<file path="src/rtl/true_dual_port_ram.sv">
// Two-port synchronous RAM on a single clock: registered reads, write-first on
// the writing port, read-first across ports, and port A wins same-address writes.
module true_dual_port_ram #(
  parameter int DATA_WIDTH = 8,
  parameter int ADDR_WIDTH = 8,
  parameter int RAM_DEPTH  = 1 << ADDR_WIDTH
) (
  input  logic                  clk,
  input  logic                  rst,
  input  logic                  en_a,
  input  logic                  we_a,
  input  logic [ADDR_WIDTH-1:0] addr_a,
  input  logic [DATA_WIDTH-1:0] data_in_a,
  output logic [DATA_WIDTH-1:0] data_out_a,
  input  logic                  en_b,
  input  logic                  we_b,
  input  logic [ADDR_WIDTH-1:0] addr_b,
  input  logic [DATA_WIDTH-1:0] data_in_b,
  output logic [DATA_WIDTH-1:0] data_out_b
);

  logic [DATA_WIDTH-1:0] mem [RAM_DEPTH];

  logic                  in_range_a;
  logic                  in_range_b;
  logic                  wr_a;
  logic                  wr_b;
  logic [DATA_WIDTH-1:0] data_out_a_d;
  logic [DATA_WIDTH-1:0] data_out_a_q;
  logic [DATA_WIDTH-1:0] data_out_b_d;
  logic [DATA_WIDTH-1:0] data_out_b_q;

  assign in_range_a = (32'(addr_a) < RAM_DEPTH);
  assign in_range_b = (32'(addr_b) < RAM_DEPTH);
  assign wr_a       = en_a & we_a & in_range_a;
  assign wr_b       = en_b & we_b & in_range_b;

  // Reads sample the array before this edge's writes land, giving read-first
  // behaviour across ports; the writing port echoes its own input.
  always_comb begin
    data_out_a_d = data_out_a_q;
    if (en_a) begin
      if (we_a)            data_out_a_d = data_in_a;
      else if (in_range_a) data_out_a_d = mem[addr_a];
      else                 data_out_a_d = '0;
    end
  end

  always_comb begin
    data_out_b_d = data_out_b_q;
    if (en_b) begin
      if (we_b)            data_out_b_d = data_in_b;
      else if (in_range_b) data_out_b_d = mem[addr_b];
      else                 data_out_b_d = '0;
    end
  end

  always_ff @(posedge clk or posedge rst) begin
    if (rst) begin
      data_out_a_q <= '0;
      data_out_b_q <= '0;
    end else begin
      data_out_a_q <= data_out_a_d;
      data_out_b_q <= data_out_b_d;
    end
  end

  // Port A's write is issued last so it overrides B on a shared address.
  always_ff @(posedge clk) begin
    if (!rst) begin
      if (wr_b) mem[addr_b] <= data_in_b;
      if (wr_a) mem[addr_a] <= data_in_a;
    end
  end

  assign data_out_a = data_out_a_q;
  assign data_out_b = data_out_b_q;

endmodule

</file>
<file path="config.mk">
export PLATFORM = sky130hd
export DESIGN_NAME = true_dual_port_ram
export DESIGN_NICKNAME = d
export VERILOG_FILES = /design/src/rtl/true_dual_port_ram.sv
export SDC_FILE = /design/constraint.sdc
export NUM_CORES = 2
export LEC_CHECK = 0
export CAP_MARGIN = 10
export CORE_ASPECT_RATIO = 0.7
export CORE_UTILIZATION = 25
export CTS_BUF_LIST = sky130_fd_sc_hd__clkbuf_4
export CTS_CLUSTER_SIZE = 20
export DETAILED_ROUTE_END_ITERATION = 7
export PLACE_DENSITY_LB_ADDON = 0.3
export SYNTH_ARGS = -nofsm -noshare
export SYNTH_HDL_FRONTEND = slang
export SYNTH_SLANG_ARGS = --single-unit
</file>
<file path="constraint.sdc">
create_clock -name clk -period 5.3 [get_ports clk]
set_input_delay 0.795 -clock clk [delete_from_list [all_inputs] [get_ports clk]]
set_output_delay 0.795 -clock clk [all_outputs]
set_load 0.01 [all_outputs]
</file>
# Word-level counts from Yosys, hierarchy flattened
# Memories as Yosys holds them, arrays and structs flattened.
# Index checks and enable logic that the tools add are counted.
# Widths: inputs -> output; s select.
# totals
wordCells,13
memories,1
mem_bits_rw,2048
in_bits,38
ff_bits,16
out_inout_bits,16
# op_classes
n_mux,8
n_bitwise,2
# memory_table
name,words,width,rd,rd_ports_with_merged_regs,write_ports,line_no,rtl
mem,256,8,2,0,2,22,logic [DATA_WIDTH-1:0] mem [RAM_DEPTH];
# ops
cell,n
$mux 8,2
$mux 1,6
$and 1x1->1,2

# Logic depth before layout (Yosys ltp)
# depth
word_depth,4
depth_mapped,11

# Worst setup path after synthesis
# No wires, ideal clock.
# synth_timing
path_kind,input to register
from,in addr_a[0]
to,"mem mem[177][0], enable pin"
path_slack_ps,1915
stages,10
required_time_ps,4924
setup_ps,376
t_arrival_ps,3009
cell_sequence,clkbuf_1 -> buf_6 -> buf_6 -> buf_6 -> buf_6 -> nor4b_2 -> nand2_1 -> buf_1 -> clkbuf_1 -> o22ai_1
# synth_rtl
element,line_no,rtl
from (decl),12,"input logic [ADDR_WIDTH-1:0] addr_a,"
to (decl),22,

==> run_results.csv <==
group,metric,value,unit
outcome,status,"finished, violations left",
outcome,violations,"DRC, capacitance limit, slew limit",
placement,io_buffers,53,
final_layout,layout-drive-gt1-share,58.7,%
logic_synthesis,ys_warn_count,0,
global_route,antenna_found_initial,84,
timing,final-setup-viol-count,0,
routing,finalWirelength,537000,um
global_route,grt_start_max_net_pins,117,
timing,fmax,252,MHz
logic_synthesis,synth_ff_type,"edfxtp_1",
timing,worst_pin_slew,1650,ps
run,maxCapViolCount,1,
logic_synthesis,syn-instance-count,7501,
floorplan,num_io_pins,54,
timing,max_slew_margin,-11.4,%
clock_network,hold_buffers,9,
placement,place_area,0.133,sq mm
timing,drv_slew,2,
worst_setup_path,cp_data_required_time,6460,ps
clock_network,cts_buffers,541,
worst_setup_path,worstSetupPathType,"in -> reg",
placement,dp_hpwl,350000,um
clock_network,clkTransAtPathRegs,70,ps
logic_synthesis,synth_nets,7539,
floorplan,die-area,0.489,sq mm
worst_setup_path,worstPathMaxFanout,9,
routing,via_count,86100,
clock_network,cts-root-buf,"clkbuf_4",
clock_network,cts_max_level,6,
worst_setup_path,critPathLaunchType,"input pin",
logic_synthesis,yosysUniqueCellTypes,46,
floorplan,start_util,25.2,%
routing,drtAntennaViolNets,0,
clock_network,ctsResizeCount,0,
timing,finalCriticalPeriod,3970,ps
timing,skew,122,ps
power_and_ir_drop,p_per_area,268,mW/mm^2
global_route,grt_pass1_vias,82100,
timing,worst_slack,1330,ps
timing,rsz0062_at_grt,"no",
worst_hold_path,worstHoldPathType,"in -> reg",
final_layout,layout_commonest_cell,"mux2_2",
power_and_ir_drop,leakagePower,43.4,nW
logic_synthesis,syn-cell-area,0.122,sq mm
placement,placedCellCount,13800,
logic_synthesis,avgSynthCellArea,16.2,sq um
floorplan,die_x,836,um
global_route,grt_pass1_wl,720000,um
routing,avgViaCountPerCell,5.84,
global_route,track_usage,21.1,%
timing,timing.final.crit_share,74.9,%
logic_synthesis,synth-edff-count,2048,
floorplan,num_rows,213,
final_layout,most-common-layout-cells,"mux2_2, edfxtp_1, mux4_2",
routing,drc,2,
logic_synthesis,synth_seq_cells,2064,
final_layout,fin_nets,7914,
logic_synthesis,synthArstFlopShare,0.775,%
clock_network,cts_tree,"done",
logic_synthesis,ys_seq_area_share,50.9,%
routing,wl_per_cell,36.4,um
placement,gp_congestion,0.970,
routing,drt_iter0_drc,14400,
clock_network,post_cts_buffers,0,
clock_network,cts_buffer_depth,4,
final_layout,fin_cells,14700,
floorplan,fp.dieH,586,um
power_and_ir_drop,ir_drop,0.200,mV
clock_network,worstSkewPairLatency,1490,ps
placement,pre_cts_ws,248,ps
timing,fin_setup_tns,0,ps
clock_network,clock-sinks,2064,
worst_setup_path,cp.arrival,5130,ps
final_layout,design_area,0.140,sq mm
global_route,grt-ovfl-total,0,
floorplan,fp.coreArea,0.483,sq mm
routing,first_pass_iters,8,
timing,hold_viol,0,
worst_setup_path,endpoint_kind,"register",
final_layout,syn_to_final_growth,15.0,%
final_layout,fillers,48100,
[final cells by class]
type	instances	area, sq um	share of cell area, %
flip-flops and latches	2064	61900	44.3
multi-input cells	4522	56300	40.3
well taps	6450	8070	5.77
repair buffers	743	6880	4.92
clock buffers	763	5730	4.10
clock inverters	121	801	0.573
diodes	61	153	0.109
inverters	4	15.0	0.0107
[worst max-delay path, stage by stage]
cell             delay, ps
dlygate4sd3_1          530
clkdlybuf4s50_1        650
nor2_1                 310
nand3_1                380
nor2_4                1050
nand2_1                580
o21ai_0                500
clkbuf_2               310
[kinds of logic (layout without fill, tap and decap cells)]
group,count (synthesis),after routing,synth area share [%]
buf+inv,915,1631,3.04
other cells,0,61,0
compound gates,934,934,5.03
mux,3150,3150,39.3
simple gates,438,438,1.76
flops,2064,2064,50.9
[final timing paths]
| kind | start | depth (start not counted) | endpoint | slack, ps |
|---|---|---|---|---|
| setup / recovery | rst | 8 | mem[235][5] | 1330 |
| hold / removal | data_in_a[5] | 2 | mem[136][5] | 90 |
| setup reg to reg | mem[252][2] | 6 | data_out_b[2] | 1610 |
| hold reg to reg | data_out_a[5] | 2 | data_out_a[5] | 550 |
| max in group asynchronous | rst | 4 | data_out_b[1] | 4420 |
| min in group asynchronous | rst | 4 | data_out_a[0] | 580 |
[layer usage]
layer  GRT usage [%]  up-vias  part of all wire, %
met1            29.5    45800                   41
met4            7.45       40                  3.7
met2            28.9     6900                   40
met3            9.02     1089                   15
li1                -    32300                    -
met5               0        -                 0.12
[metrics by stage]
step | utilization (%) | total power [mW] | hold WS, ps
2_1_floorplan | - | 21.0 | 537
3_3_place_gp | 27.5 | 22.9 | 544
3_5_place_dp | 27.6 | 22.9 | 540
4_1_cts | 28.9 | 37.4 | 3.41
5_1_grt | 29.0 | 38.4 | 110
6_report | 29.0 | 37.4 | 90.6
[report_power, final]
group / switching (mW) / internal (mW) / total (mW)
clock: 7.60 / 7.12 / 14.7
sequential: 0.0541 / 18.0 / 18.0
combinational: 2.89 / 1.81 / 4.70
total: 10.5 / 26.9 / 37.4
[flip-flops by register name, summed over array words and instances, names as in the netlist]
name,cells
data_out_a,8
data_out_b,8
mem,2048
[cell usage after synthesis, types with 49 or more instances]
library cell / instances / area share (%)
mux2_2: 2053 / 19
buf_1: 49 / 0.15
nor2_2: 89 / 0.46
edfxtp_1: 2048 / 51
a21oi_1: 196 / 0.81
o21ai_0: 133 / 0.55
nor2_1: 63 / 0.19
nand2_1: 208 / 0.64
mux4_2: 1092 / 20
o22ai_1: 129 / 0.66
buf_2: 121 / 0.50
a22oi_1: 391 / 2.4
clkbuf_1: 721 / 2.2
Note: power is estimated with default switching activity, not from simulation.
